**config.mk**
```make
export PLATFORM = sky130hd
export DESIGN_NAME = regfile_mp
export DESIGN_NICKNAME = d
export VERILOG_FILES = /design/src/rtl/regfile_mp_pkg.sv /design/src/rtl/regfile_clear_fsm.sv /design/src/rtl/regfile_mp.sv
export SDC_FILE = /design/constraint.sdc
export NUM_CORES = 1
export LEC_CHECK = 0
export BUFFER_PORTS_ARGS = -buffer_cell sky130_fd_sc_hd__buf_2
export CAP_MARGIN = 20
export CORE_ASPECT_RATIO = 1.75
export CORE_MARGIN = 1
export CORE_UTILIZATION = 25
export CTS_BUF_LIST = sky130_fd_sc_hd__clkbuf_4 sky130_fd_sc_hd__clkbuf_8
export DETAILED_ROUTE_END_ITERATION = 12
export RECOVER_POWER = 100
export SLEW_MARGIN = 20
export SYNTH_ARGS = -nofsm -noshare
export SYNTH_HDL_FRONTEND = slang
export SYNTH_SLANG_ARGS = --single-unit
```
**constraint.sdc**
```tcl
create_clock -name clk -period 2.8 [get_ports clk]
set_clock_uncertainty 0.05 [all_clocks]
set_input_delay 0.14 -clock clk [delete_from_list [all_inputs] [get_ports clk]]
set_output_delay 0.14 -clock clk [all_outputs]
set_load 0.01 [all_outputs]
```
**src/rtl/regfile_mp_pkg.sv**
```systemverilog
// Shared types and defaults for the multi-port register file.
package regfile_mp_pkg;

  localparam int DWORD = 32;

  typedef enum logic {
    REGF_CLEAR = 1'b0,
    REGF_RUN   = 1'b1
  } regf_state_e;

endpackage

```
**src/rtl/regfile_clear_fsm.sv**
```systemverilog
// Sequences a zero write through every entry after reset or a clr request.
// Clear walk is 2**AWIDTH cycles; ready is registered and drops the cycle after clr.
module regfile_clear_fsm
  import regfile_mp_pkg::*;
#(
  parameter int AWIDTH = 5
) (
  input  logic              clk,
  input  logic              rst,
  input  logic              clr,
  output logic              ready,
  output logic              clr_we,
  output logic [AWIDTH-1:0] clr_addr
);

  regf_state_e       state_q, state_d;
  logic [AWIDTH-1:0] cnt_q, cnt_d;
  logic              ready_q, ready_d;

  always_comb begin
    state_d = state_q;
    cnt_d   = cnt_q;
    ready_d = ready_q;
    case (state_q)
      REGF_CLEAR: begin
        if (clr) begin
          cnt_d = '0;
        end else begin
          cnt_d = cnt_q + AWIDTH'(1);
          // Last entry is written on this edge, so the array is usable next cycle.
          if (cnt_q == {AWIDTH{1'b1}}) begin
            state_d = REGF_RUN;
            ready_d = 1'b1;
          end
        end
      end
      default: begin
        if (clr) begin
          state_d = REGF_CLEAR;
          cnt_d   = '0;
          ready_d = 1'b0;
        end
      end
    endcase
  end

  always_ff @(posedge clk or posedge rst) begin
    if (rst) begin
      state_q <= REGF_CLEAR;
      cnt_q   <= '0;
      ready_q <= 1'b0;
    end else begin
      state_q <= state_d;
      cnt_q   <= cnt_d;
      ready_q <= ready_d;
    end
  end

  assign ready    = ready_q;
  assign clr_we   = (state_q == REGF_CLEAR);
  assign clr_addr = cnt_q;

endmodule

```
**src/rtl/regfile_mp.sv**
```systemverilog
// Parametrised register file: NREAD combinational read ports, one write port.
// Zero-latency reads with optional same-cycle bypass; writes ignored while clearing.
module regfile_mp
  import regfile_mp_pkg::*;
#(
  parameter int DWIDTH   = DWORD,
  parameter int AWIDTH   = 5,
  parameter int NREAD    = 2,
  parameter int ZERO_REG = 1,
  parameter int BYPASS   = 1
) (
  input  logic                    clk,
  input  logic                    rst,
  input  logic                    clr,
  output logic                    ready,
  input  logic [NREAD*AWIDTH-1:0] r_addr,
  output logic [NREAD*DWIDTH-1:0] r_data,
  input  logic [AWIDTH-1:0]       w_addr,
  input  logic [DWIDTH-1:0]       w_data,
  input  logic                    w
);

  localparam int DEPTH = 1 << AWIDTH;

  logic              clr_we;
  logic [AWIDTH-1:0] clr_addr;

  regfile_clear_fsm #(
    .AWIDTH(AWIDTH)
  ) u_clear_fsm (
    .clk     (clk),
    .rst     (rst),
    .clr     (clr),
    .ready   (ready),
    .clr_we  (clr_we),
    .clr_addr(clr_addr)
  );

  logic [DWIDTH-1:0] regs_q [DEPTH];
  logic              w_ok;
  logic              mem_we;
  logic [AWIDTH-1:0] mem_addr;
  logic [DWIDTH-1:0] mem_wdat;

  always_comb begin
    w_ok     = w && !((ZERO_REG != 0) && (w_addr == '0));
    // A write coinciding with a clr request is dropped; the clear wins.
    mem_we   = clr_we || (ready && !clr && w_ok);
    mem_addr = clr_we ? clr_addr : w_addr;
    mem_wdat = clr_we ? '0 : w_data;
  end

  // No reset on the array so it can map onto RAM; the clear FSM zeroes it.
  always_ff @(posedge clk) begin
    if (mem_we) begin
      regs_q[mem_addr] <= mem_wdat;
    end
  end

  for (genvar k = 0; k < NREAD; k++) begin : g_rd
    logic [AWIDTH-1:0] ra;
    logic [DWIDTH-1:0] rd;

    assign ra = r_addr[k*AWIDTH +: AWIDTH];

    always_comb begin
      if (!ready) begin
        rd = '0;
      end else if ((ZERO_REG != 0) && (ra == '0)) begin
        rd = '0;
      end else if ((BYPASS != 0) && w_ok && (w_addr == ra)) begin
        rd = w_data;
      end else begin
        rd = regs_q[ra];
      end
    end

    assign r_data[k*DWIDTH +: DWIDTH] = rd;
  end

endmodule

```
==> results of run 1 <==
worst max-delay path: cells and delay by family (launching register included):
kind	cells	cell delay, ps
buffers and inverters	2	340
multiplexers	1	480
AND/OR/NAND/NOR	1	140
AO/OA/AOI/OAI	3	590
flip-flops	1	410
cells in the mapped netlist, types with 9 or more instances:
cell      number
nand2_1       52
buf_2         77
clkbuf_1      68
buf_6         13
edfxtp_1    1024
nor3_1        34
mux2i_1       67
o22ai_1       64
nor2b_1       69
xnor2_1       10
a21oi_1       36
mux4_2       512
a221o_1       64
nor2_1        45
a211oi_1      99
a22oi_1       61
and2_1        33
buf_1         22
buf_4         19
o21ai_0        9
cells by family after synthesis:
| logic type | after synthesis |
|---|---|
| XOR/XNOR | 10 |
| adder cells (fa/ha/maj) | 3 |
| AND/OR/NAND/NOR | 260 |
| flip-flops | 1031 |
| AO/OA/AOI/OAI | 343 |
| multiplexers | 580 |
| buffers and inverters | 203 |
layout make-up:
cell class	count	area share (%)
Inverter	4	0.0259
Antenna cell	4	0.0173
Clock buffer	172	3.81
Timing Repair Buffer	445	6.90
Sequential cell	1031	53.3
Multi-Input combinational cell	1196	29.7
Tap cell	2461	5.31
Clock inverter	69	0.885
sequential cells by signal (all words and copies together) (netlist names):
signal                count
u_clear_fsm.clr_addr      5
u_clear_fsm.ready         1
u_clear_fsm.state_q       1
regs_q                 1024
through the flow:
step / power, mW / setup slack [ps] / TNS, ps / cells
2_1_floorplan: 19.2 / -216 / -145280 / 2430
3_3_place_gp: 20.6 / 30.3 / 0 / 5086
3_5_place_dp: 20.7 / 57.7 / 0 / 5086
4_1_cts: 32.6 / -213 / -4080 / 5377
5_1_grt: 33.2 / -196 / -28000 / 5379
6_report: 32.4 / -165 / -7480 / 5382
power breakdown:
part / internal [mW] / total (mW) / switching, mW / leakage, nW
sequential: 16.9 / 17.0 / 0.0832 / 10.1
clock: 5.96 / 11.8 / 5.84 / 1.41
combinational: 1.60 / 3.57 / 1.97 / 7.54
total: 24.5 / 32.4 / 7.89 / 19.0
metal layers:
metal / share of wire, % / up-vias / wire length, µm / GRT usage (%)
met5: 0.045 / - / 72 / 0
met4: 5.2 / 12 / 8310 / 8.32
met3: 7.6 / 417 / 12100 / 2.69
met2: 52 / 1563 / 83200 / 28.8
met1: 35 / 15400 / 55800 / 18.2
li1: - / 11400 / - / -
worst max-delay path by stage:
stage | from | end | cells after the start
global placement | r_addr[0] | r_data[22] | 8
global route | regs_q[13][22] | r_data[54] | 7
detailed placement | r_addr[0] | r_data[22] | 8
finish | regs_q[13][22] | r_data[54] | 7
CTS | regs_q[3][18] | r_data[18] | 7
floorplan | u_clear_fsm.state_q | regs_q[17][0] | 4
timing repair:
| action | 4_1_cts | 5_1_grt |
|---|---|---|
| pin swaps | 91 | 40 |
| cloned | 1 | 0 |
| setup endpoints to repair | 61 | 63 |
| buffers inserted | 18 | 2 |
| hold buffers | 34 | 0 |
| endpoints found under the hold margin | 982 | 0 |
| gates resized for setup | 148 | 65 |
==> impl_metrics.py, run 1 <==
metrics = {
    "clocking": {
        "cts_tree": "yes",
        "htree_num_levels": 4,
        "clock_sinks": 1031,
        "cts.clk_slew.worst_paths_ps": 80,
        "root_buffer": "clkbuf_8",
        "cts_made_buffers": 145,
        "cts_buffer_depth": 4,
        "insertion_delay_ps": 800,
    },
    "worst_hold_path": {
        "whs_path_depth": 3,
        "hp-start": "clr",
        "worstHoldEndpoint": "u_clear_fsm.state_q",
        "hold_class": "in2reg",
    },
    "final_layout": {
        "final_cell_mix": "edfxtp_1 (1024), mux4_2 (512), buf_4 (153)",
        "stdcell_area_um2": 58000,
        "n_fill_cell": 18500,
        "seq_area_um2": 30900,
        "layout_commonest_cell": "edfxtp_1",
        "nets": 2877,
        "final_core_util_pct": 30.4,
        "area_growth_syn_to_layout_pct": 20.3,
        "multiInputGateArea_um2": 17200,
        "drive_gt1_share_pct": 44.4,
    },
    "timing": {
        "period_share_pct": 106,
        "max_freq_mhz": 337,
        "hold_viol_final": 0,
        "whs_ps": 67.6,
        "period_needed_ps": 2960,
        "worst_slew_pin_slew_ps": 1210,
        "setup_viol": 169,
        "slew_viol_final": 0,
        "setup_slack_ps": -165,
        "maxSlewHeadroom_pct": 19.4,
        "rsz0062_at_grt": "yes",
    },
    "global_routing": {
        "overflow": 0,
        "grt_use_total_pct": 16.1,
        "grt_pass1_wl_um": 223000,
        "grt_max_degree": 61,
        "first_global_vias": 30300,
        "grt_antenna_before_repair": 9,
    },
    "die": {
        "coreArea_um2": 191000,
        "die_area_um2": 195000,
        "start_util_pct": 25.2,
        "die_w_um": 334,
        "io_pins": 116,
        "rows": 212,
        "die-height_um": 583,
    },
    "synth": {
        "synth.avg_cell_area_um2": 19.8,
        "synth_edf_count": 1024,
        "synth-simple-area-share_pct": 2.80,
        "synth_top_family_by_area": "multiplexers",
        "ys.flop_type": "edfxtp_1",
        "yosysTopAreaCellShare_pct": 63.8,
        "synthCells": 2430,
        "synthAdderAreaFrac_pct": 0.0779,
        "synth_area_um2": 48200,
        "ys.warnings.count": 0,
        "synth_xor_xnor_area_share_pct": 0.182,
        "async_reset_ff_share_pct": 0.679,
        "synth_mux_area_share_pct": 25.3,
        "synth.area.top_cells": "edfxtp_1 (64%), mux4_2 (24%), a211oi_1 (1.5%)",
        "yosys.area.top_type": "edfxtp_1",
        "ys_ff_latch": 1031,
        "yosysUniqueCellTypes": 44,
        "syn_nets": 2484,
        "ys_seq_area_share_pct": 64.1,
        "synth_compound_area_share_pct": 5.33,
    },
    "placed_design": {
        "hpwl_um": 98700,
        "port_buffers": 115,
        "place_area_um2": 54400,
        "place.gp.congestion": 0.813,
    },
    "power": {
        "ir_worst_vdd_mv": 0.296,
        "p_leak_nw": 19.0,
        "powerDensity_nw_per_um2": 558,
    },
    "outcome": {
        "status": "complete, but fails checks",
        "violations": "setup timing",
    },
    "setup_path": {
        "r2r-start": "u_clear_fsm.state_q",
        "cp_cell_sequence": "mux4_2 -> nor2b_4 -> a211oi_2 -> buf_4 -> a211oi_2 -> a221o_1 -> buf_6",
        "cp_common_cell": "a211oi_2",
        "arrival_ps": 2770,
        "max_stage_delay_ps": 480,
        "endpoint_kind": "output pin",
        "required_ps": 2610,
        "r2r_slack_ps": -130,
        "cp_max_fo": 2,
        "path_class": "reg2out",
        "startpoint_type": "flop",
        "critPathSlowestCell": "mux4_2",
        "reg2regPathDepth": 4,
        "r2r-end": "regs_q[12][28]",
    },
    "route": {
        "ant_nets": 0,
        "wl_um": 159000,
        "vias": 28800,
        "firstDrtPassIters": 7,
        "drt_first_iter_violations": 2878,
        "routed_via_density": 5.36,
        "drc": 0,
        "drt-wirelength-per-cell_um": 29.6,
    },
    "flow_run": {
        "maxCapViolCount": 0,
    },
}
(Power assumes the default switching activity.)
==> run 2, diff against run 1 <==
==> constraint.sdc (replaced) <==
create_clock -name clk -period 2.8 [get_ports clk]
set_clock_uncertainty 0.05 [all_clocks]
set_input_delay 0.56 -clock clk [delete_from_list [all_inputs] [get_ports clk]]
set_output_delay 0.56 -clock clk [all_outputs]
set_load 0.01 [all_outputs]
==> run 2 against run 1 <==
  * The flow still finishes with violations (setup timing)
  * Hold slack gained 130 ps
  * Clock power grew 8%
  * Combinational power grew 14%
  * Clock-buffer cell count grew 15
  * Sequential share of layout area shrank 2.7 points
  * Critical path depth shrank 1
  * Critical path type unchanged
  * Critical endpoint is now r_data[19]
  * Highest routed layer unchanged
==> impl_metrics.py, run 2 (synthesis results as in run 1) <==
metrics = {
    "final_layout": {
        "drive_gt1_share_pct": 51.2,
        "final_core_util_pct": 32.0,
        "largest_register": "regs_q",
        "stdcell_area_um2": 61000,
        "area_growth_syn_to_layout_pct": 26.6,
        "final_cell_mix": "edfxtp_1 (1024), mux4_2 (512), buf_4 (336)",
        "n_fill_cell": 18300,
        "layout_commonest_cell": "edfxtp_1",
        "largest_register_ffs": 1024,
        "nets": 3075,
    },
    "timing": {
        "whs_ps": 200,
        "max_freq_mhz": 295,
        "tns_ps": -69330,
        "maxSlewHeadroom_pct": 1.25,
        "hold_viol_final": 0,
        "worst_slew_pin_slew_ps": 1480,
        "period_share_pct": 121,
        "rsz0062_at_grt": "yes",
        "setup_slack_ps": -586,
        "setup_viol": 916,
        "slew_viol_final": 0,
        "period_needed_ps": 3390,
    },
    "global_routing": {
        "first_global_vias": 31300,
        "grt_use_total_pct": 17.0,
        "overflow": 0,
        "grt_pass1_wl_um": 233000,
        "grt_antenna_before_repair": 8,
        "grt_max_degree": 33,
    },
    "flow_run": {
        "maxCapViolCount": 0,
    },
    "setup_path": {
        "crit_family": "compound AO/OA/AOI/OAI gates",
        "r2r-start": "u_clear_fsm.state_q",
        "critPathSlowestCell": "mux4_2",
        "required_ps": 2190,
        "cp_cell_sequence": "mux4_2 -> nor2b_4 -> a211oi_2 -> a21oi_2 -> a221o_1 -> buf_2",
        "max_stage_delay_ps": 500,
        "cp-startpoint": "regs_q[5][19]",
        "critPathCapture": "r_data[19]",
        "endpoint_kind": "output pin",
        "cp.depth": 6,
        "r2r-end": "regs_q[11][31]",
        "path_class": "reg2out",
        "path_buf_inv": 1,
        "startpoint_type": "flop",
        "cp_max_fo": 2,
        "arrival_ps": 2780,
        "r2r_slack_ps": -160,
        "reg2regPathDepth": 5,
    },
    "power": {
        "powerDensity_nw_per_um2": 552,
        "power_frac_seq_pct": 50.4,
        "ir_worst_vdd_mv": 0.320,
        "switching_power_mw": 8.27,
        "pwr-share-comb_pct": 12.1,
        "p_clk_share_pct": 37.5,
        "p_leak_nw": 20.6,
        "p_sw_share_pct": 24.5,
        "p_int_mw": 25.5,
    },
    "route": {
        "ant_nets": 0,
        "drt-wirelength-per-cell_um": 30.4,
        "drc": 0,
        "wl_um": 170000,
        "firstDrtPassIters": 5,
        "vias": 29900,
        "drt_first_iter_violations": 2890,
        "routed_via_density": 5.34,
    },
    "clocking": {
        "cts_buffer_depth": 4,
        "clock_sinks": 1031,
        "htree_num_levels": 4,
        "cts_tree": "yes",
        "insertion_delay_ps": 790,
        "cts.clk_slew.worst_paths_ps": 80,
        "root_buffer": "clkbuf_8",
        "cts_made_buffers": 150,
    },
    "worst_hold_path": {
        "hold_class": "in2async",
    },
    "outcome": {
        "violations": "setup timing",
        "status": "complete, but fails checks",
    },
    "placed_design": {
        "place.gp.congestion": 0.851,
        "port_buffers": 115,
        "place_area_um2": 56400,
        "hpwl_um": 112000,
        "pre_cts_slack_ps": -983,
    },
    "die": {
        "io_pins": 116,
        "die_area_um2": 195000,
        "die-height_um": 583,
        "start_util_pct": 25.2,
        "coreArea_um2": 191000,
        "rows": 212,
        "die_w_um": 334,
    },
}
## run 2: worst min path at each step
stage | start | end | slack [ps]
2_1_floorplan | rst | u_clear_fsm.clr_addr[0] | 310
3_3_place_gp | rst | u_clear_fsm.ready | 450
3_5_place_dp | rst | u_clear_fsm.ready | 460
4_1_cts | rst | u_clear_fsm.clr_addr[1] | 150
5_1_grt | rst | u_clear_fsm.clr_addr[1] | 210
6_report | rst | u_clear_fsm.clr_addr[1] | 200
## run 2: through the flow
step	instances	power, mW
global route	5586	34.5
global placement	5286	21.0
CTS	5575	33.8
finish	5587	33.7
floorplan	2430	19.2
detailed placement	5286	21.0
## run 2: area by class of cell
type / count / area [µm²] / area share [%]
diodes: 2 / 5.00 / 0.00820
repair buffers: 638 / 6460 / 10.6
well taps: 2461 / 3080 / 5.04
clock buffers: 187 / 2390 / 3.92
flip-flops and latches: 1031 / 30900 / 50.7
inverters: 4 / 15.0 / 0.0246
multi-input cells: 1196 / 17600 / 28.8
clock inverters: 68 / 592 / 0.970
## run 2: per-layer routing
metal | vias up | wire length (µm) | share of wire [%] | global-route usage, %
met3 | 473 | 12300 | 7.3 | 3.21
met2 | 1562 | 89100 | 53 | 31.0
met1 | 16000 | 57400 | 34 | 18.0
met4 | 10 | 10700 | 6.3 | 9.89
li1 | 11800 | - | - | -
met5 | - | 59 | 0.035 | 0
## run 2: worst register-to-register path, stage by stage (launching register included)
cell and delay [ps]:
dfrtp_1 550, clkbuf_1 790, mux2_2 400, nand2_1 260, nor2_4 280, buf_4 320
## run 2: repair_timing
action / 4_1_cts / 5_1_grt
hold endpoints to repair: 8 / 0
endpoints found under the setup margin: 64 / 64
cloned: 6 / 1
resized for setup: 207 / 77
pin swaps: 113 / 54
hold buffers: 2 / 0
buffers inserted: 34 / 10
## run 2: power by group through the flow
stage                     combinational (mW)  clock, mW  sequential, mW
after floorplan                         1.92          0            17.3
after global placement                  3.70          0            17.3
after detailed placement                3.71          0            17.3
after CTS                               4.01       12.8            17.0
after global routing                    4.22       13.3            17.0
final                                   4.08       12.7            17.0
